## src/rtl/stack_pc_param.sv

```systemverilog
// Program counter with an integrated return-address stack.
// The PC is NIBBLES x 4 bits wide. Software reads and writes it one nibble at a
// time over the 4-bit internal bus, and the fetch unit sees the full width on pc_out.
// The stack is a DEPTH-entry circular buffer. It either saturates and raises
// sticky flags (WRAP=0), or it overwrites the oldest entry when full (WRAP=1).
module stack_pc_param #(
  parameter int NIBBLES = 3,
  parameter int DEPTH   = 8,
  parameter int WRAP    = 0,
  parameter int SEL_W   = 2,
  localparam int PC_W   = 4 * NIBBLES,
  localparam int CNT_W  = $clog2(DEPTH + 1)
) (
  input  logic             clk,
  input  logic             reset_n,
  input  logic             push,
  input  logic             pop,
  input  logic             pc_inc,
  input  logic             pc_load,
  input  logic [SEL_W-1:0] pc_sel,
  input  logic [3:0]       data_in,
  input  logic             err_clr,
  output logic [3:0]       data_out,
  output logic [PC_W-1:0]  pc_out,
  output logic [CNT_W-1:0] sp_count,
  output logic             stack_full,
  output logic             stack_empty,
  output logic             overflow,
  output logic             underflow
);

  localparam int PTR_W = $clog2(DEPTH);
  localparam logic [PTR_W-1:0] PTR_LAST  = PTR_W'(DEPTH - 1);
  localparam logic [CNT_W-1:0] CNT_DEPTH = CNT_W'(DEPTH);

  // ptr_q points at the slot the next push writes.
  // In a full wrapped stack, that slot is also the oldest entry.
  logic [PC_W-1:0]  pc_q, pc_d;
  logic [CNT_W-1:0] cnt_q, cnt_d;
  logic [PTR_W-1:0] ptr_q, ptr_d;
  logic             ovf_q, ovf_d;
  logic             unf_q, unf_d;
  logic [PC_W-1:0]  mem_q [DEPTH];

  logic             mem_we;
  logic [PTR_W-1:0] mem_waddr;
  logic [PC_W-1:0]  mem_wdata;
  logic [PTR_W-1:0] top_idx;
  logic             full, empty;

  function automatic logic [PTR_W-1:0] ptr_inc(input logic [PTR_W-1:0] p);
    return (p == PTR_LAST) ? '0 : p + PTR_W'(1);
  endfunction

  function automatic logic [PTR_W-1:0] ptr_dec(input logic [PTR_W-1:0] p);
    return (p == '0) ? PTR_LAST : p - PTR_W'(1);
  endfunction

  assign full        = (cnt_q == CNT_DEPTH);
  assign empty       = (cnt_q == '0);
  assign top_idx     = ptr_dec(ptr_q);
  assign pc_out      = pc_q;
  assign sp_count    = cnt_q;
  assign stack_full  = full;
  assign stack_empty = empty;
  assign overflow    = ovf_q;
  assign underflow   = unf_q;

  // Nibble read mux; selections past the last nibble read as zero.
  always_comb begin
    data_out = 4'h0;
    for (int i = 0; i < NIBBLES; i++) begin
      if (pc_sel == SEL_W'(i)) data_out = pc_q[4*i +: 4];
    end
  end

  // One action per cycle: load > swap > push > pop > increment.
  // err_clr is applied first, so an error raised in the same cycle still sets its flag.
  always_comb begin
    pc_d      = pc_q;
    cnt_d     = cnt_q;
    ptr_d     = ptr_q;
    ovf_d     = err_clr ? 1'b0 : ovf_q;
    unf_d     = err_clr ? 1'b0 : unf_q;
    mem_we    = 1'b0;
    mem_waddr = ptr_q;
    mem_wdata = pc_q;
    if (pc_load) begin
      for (int i = 0; i < NIBBLES; i++) begin
        if (pc_sel == SEL_W'(i)) pc_d[4*i +: 4] = data_in;
      end
    end else if (push && pop && !empty) begin
      pc_d      = mem_q[top_idx];
      mem_we    = 1'b1;
      mem_waddr = top_idx;
    end else if (push) begin
      if (!full) begin
        mem_we = 1'b1;
        ptr_d  = ptr_inc(ptr_q);
        cnt_d  = cnt_q + CNT_W'(1);
      end else begin
        ovf_d = 1'b1;
        if (WRAP != 0) begin
          mem_we = 1'b1;
          ptr_d  = ptr_inc(ptr_q);
        end
      end
    end else if (pop) begin
      if (!empty) begin
        pc_d  = mem_q[top_idx];
        ptr_d = top_idx;
        cnt_d = cnt_q - CNT_W'(1);
      end else begin
        unf_d = 1'b1;
      end
    end else if (pc_inc) begin
      pc_d = pc_q + PC_W'(1);
    end
  end

  // PC, stack pointer and flag registers; reset wins over every other input.
  always_ff @(posedge clk) begin
    if (!reset_n) begin
      pc_q  <= '0;
      cnt_q <= '0;
      ptr_q <= '0;
      ovf_q <= 1'b0;
      unf_q <= 1'b0;
    end else begin
      pc_q  <= pc_d;
      cnt_q <= cnt_d;
      ptr_q <= ptr_d;
      ovf_q <= ovf_d;
      unf_q <= unf_d;
    end
  end

  // Stack storage has no reset.
  // Its contents only become meaningful once they have been pushed.
  always_ff @(posedge clk) begin
    if (reset_n && mem_we) mem_q[mem_waddr] <= mem_wdata;
  end

endmodule

```

## config.mk

```make
export PLATFORM = sky130hd
export DESIGN_NAME = stack_pc_param
export DESIGN_NICKNAME = d
export VERILOG_FILES = /design/src/rtl/stack_pc_param.sv
export SDC_FILE = /design/constraint.sdc
export NUM_CORES = 1
export LEC_CHECK = 0
export BUFFER_PORTS_ARGS = -buffer_cell sky130_fd_sc_hd__buf_2
export CAP_MARGIN = 20
export CORE_MARGIN = 2
export CORE_UTILIZATION = 40
export DETAILED_ROUTE_END_ITERATION = 8
export SLEW_MARGIN = 10
export SYNTH_ARGS = -nofsm -noshare
export SYNTH_HDL_FRONTEND = slang
export SYNTH_SLANG_ARGS = --single-unit
```

## constraint.sdc

```tcl
create_clock -name clk -period 6.5 [get_ports clk]
set_input_delay 0.325 -clock clk [delete_from_list [all_inputs] [get_ports clk]]
set_output_delay 0.325 -clock clk [all_outputs]
set_load 0.01 [all_outputs]
```

==> summary.md <==
| Metric | Value |
|---|---|
| Mux cell area share after synthesis | `8.79%` |
| Num CTS Buffers | `17` |
| Seq cells post-synth | `117` |
| Antenna cell count | `0` |
| PostCTS Resize Cnt | `0` |
| Asr flop ratio synth | `0%` |
| Worst Tran Pin Value | `1.04 ns` |
| Worst r2r path cells | `7` |
| Max Slew Vio Count | `0` |
| Die area | `14800 um2` |
| Multi-input gate area | `2030 um2` |
| Reg2reg start | `ptr_q[0]$_SDFFE_PN0P_` |
| Via count | `3886` |
| R2R setup slack | `2.71 ns` |
| CP Capture Type | `flip-flop` |
| Global-route wire length before repair | `23.4 mm` |
| Syn avg cell area | `13.0 um2` |
| Largest family of logic cells by synthesized area | `compound AO/OA/AOI/OAI gates` |
| Clk pin slew, worst setup/hold paths | `0.05 ns` |
| Fmax | `0.264 GHz` |
| DRT Pass-1 Iters | `5` |
| Setup TNS | `0 ns` |
| Mapped Nets | `447` |
| Slew headroom | `30.2%` |
| Clock Path Buffers | `2` |
| Top cells by area, synth | `edfxtp_1, dfxtp_1, mux2i_1, mux4_1, o21ai_0` |
| Worst hold slack | `0.242 ns` |
| Post-DP HPWL | `10.5 mm` |
| Worst Path Max Fanout | `35` |
| CP required | `6.54 ns` |
| Status | `finished clean` |
| Pwr dens | `339 nW/um2` |
| Fin crit period | `3.79 ns` |
| Hold Startpoint | `err_clr` |
| DRT iter0 DRCs | `455` |
| Hold buffer count at cts | `0` |
| # IOs | `37` |
| Sequential area share after synthesis | `59.8%` |
| Worst Skew | `0.00974 ns` |
| MaxCap Viol Count | `0` |
| Worst-Skew Late Latency | `0.42 ns` |
| Chip Height | `122 um` |
| Synth warn | `0` |
| Sequential cell area | `3300 um2` |
| GR Overflow Total | `0` |
| Worst hold path type | `input port to flip-flop` |
| DR WL met2 | `7.30 mm` |
| Library cells used by synthesis | `69` |
| Final setup vio count | `0` |
| Largest net degree at the start of global routing | `36` |
| Final antenna-violating net count | `0` |
| Layout cells sized above 1 | `20.3%` |
| Die W | `122 um` |
| RSZ-0062 raised after global routing | `no` |
| Synth Area in XOR/XNOR | `1.59%` |
| Post-Synthesis Cells | `426` |
| Maximum vdd drop | `193 uV` |
| Core area | `13300 um2` |
| Arr. time, crit path | `3.83 ns` |
| NumNets Final | `485` |
| Synth Cell Area | `5520 um2` |
| Row count | `42` |
| Area leader, netlist | `edfxtp_1` |
| Simple-gate share of the synthesized area | `11.0%` |
| Post-synth EDFFs | `96` |
| WL met1 | `6.78 mm` |
| Final period util | `58.4%` |
| CP endpoint | `mem_q[5][8]$_DFFE_PP_` |
| Yosys top cell area share | `52.2%` |
| Gp weighted congestion | `0.943` |
| Buffers added on ports | `36` |
| Worst setup margin | `2.71 ns` |
| Dpl ws | `2.72 ns` |
| Post-synthesis compound-gate area fraction | `13.4%` |
| Met3 WL | `1.29 mm` |
| H-tree depth | `4` |
| Kind of start point of the critical path | `flip-flop` |
| Sink Count | `117` |
| Root buffer cell | `clkbuf_16` |
| Via/cell ratio | `5.95` |
| Main flop type after synthesis | `edfxtp_1` |
| Top sig layer | `met4` |
| Residual DRC count | `0` |
| Number of global-route vias before repair | `3763` |
| Total wire length | `15.7 mm` |
| FILL cells | `1188` |
| CTS tree | `built` |
| Critical path type | `flip-flop to flip-flop` |
| Initial antenna violation count | `0` |
| Initial core utilization | `41.4%` |
| Area growth from synthesis to layout | `17.0%` |
| GR Util All Layers | `22.4%` |
| Drt wl/cell | `24.1 um` |
| Leak pwr | `2.30 nW` |
| Post-CTS Setup Repair Bufs | `0` |
| Reg2Reg Capture Point | `mem_q[5][8]$_DFFE_PP_` |
| Final Hold Fails | `0` |
| Setup crit start | `ptr_q[0]$_SDFFE_PN0P_` |
| Post-Synth Adder-Cell Area | `1.95%` |
[cell type report]
class	instances	share of cell area, %
clock buffer	17	6.58
clock inverter	15	2.77
inverter	15	0.871
multi-input combinational	268	31.4
sequential	117	51.1
tap	176	3.41
timing repair buffer	45	3.89
[logic make-up (layout without fill, tap and decap cells)]
family                   Yosys count  after routing
AND/OR/NAND/NOR                  113            113
XOR/XNOR                          10             10
multiplexers                      32             32
flip-flops                       117            117
AO/OA/AOI/OAI                    105            105
buffers and inverters             41             92
adder cells (fa/ha/maj)            8              8
[sequential cells by signal, summed over array words and instances, names as in the netlist]
register	count
mem_q	96
pc_out	12
sp_count	4
ptr_q	3
overflow	1
underflow	1
[power breakdown]
| part | leakage [nW] | switching (mW) | total (mW) | internal [mW] |
|---|---|---|---|---|
| Clock | 0.287 | 0.344 | 0.947 | 0.603 |
| Combinational | 0.960 | 0.208 | 0.329 | 0.121 |
| Sequential | 1.05 | 0.0632 | 0.915 | 0.852 |
| Total | 2.30 | 0.616 | 2.19 | 1.58 |
[layout by cell type (no fill, tap or decap), types with 6 or more instances in the layout]
cell type / synthesis / final
mux2i_1: 17 / 17
nor3_1: 11 / 11
o21ai_0: 25 / 25
a311oi_1: 8 / 8
xnor2_1: 6 / 6
clkbuf_16: 0 / 17
edfxtp_1: 96 / 96
nand3_1: 12 / 12
nor2_1: 29 / 29
inv_1: 13 / 13
a21oi_1: 15 / 15
mux4_1: 6 / 6
buf_4: 2 / 8
nand2_1: 23 / 23
a31oi_1: 10 / 10
nor2b_1: 7 / 7
dfxtp_1: 21 / 21
a211oi_1: 10 / 10
ha_1: 7 / 7
buf_2: 5 / 36
[synthesized netlist by cell type (7+ instances only)]
cell and count:
edfxtp_1 96, inv_1 13, nor2b_1 7, a31oi_1 10, nand3_1 12, nand2_1 23
a21oi_1 15, nor3_1 11, o21ai_0 25, clkbuf_1 14, a311oi_1 8, ha_1 7
a211oi_1 10, mux2i_1 17, nor2_1 29, dfxtp_1 21
[worst max-delay path, cell delays in order, from the launching register on]
cell and delay [ns]:
dfxtp_1 0.31, buf_4 0.35, inv_2 0.21, ha_1 0.91, inv_1 0.43, nor3_1 0.27, a31oi_1 0.08, nor2_1 0.83
[worst min-delay path by stage]
stage / end / slack [ns] / depth (start not counted)
2_1_floorplan: pc_out[5]$_SDFFE_PN0P_ / 0.47 / 2
3_3_place_gp: overflow$_SDFF_PN0_ / 0.46 / 2
3_5_place_dp: overflow$_SDFF_PN0_ / 0.48 / 2
4_1_cts: overflow$_SDFF_PN0_ / 0.23 / 4
5_1_grt: overflow$_SDFF_PN0_ / 0.24 / 4
6_report: overflow$_SDFF_PN0_ / 0.24 / 4
[metrics by stage]
stage | area, um2 | std cells | power (mW) | utilization (%)
after CTS | 6440 | 650 | 2.20 | 48.2
after detailed placement | 5830 | 618 | 1.25 | 43.7
after global placement | 5820 | 616 | 1.25 | 43.6
after floorplan | 5520 | 426 | 1.13 | -
final | 6460 | 653 | 2.19 | 48.4
after global routing | 6460 | 653 | 2.27 | 48.4
[layer usage]
metal  up-vias  GRT usage [%]
li1       1743              -
met1      1903           31.0
met2       214           34.0
met3        26           6.02
met4         0           8.55
met5         -              0
Power figures use the tool's default switching activity.
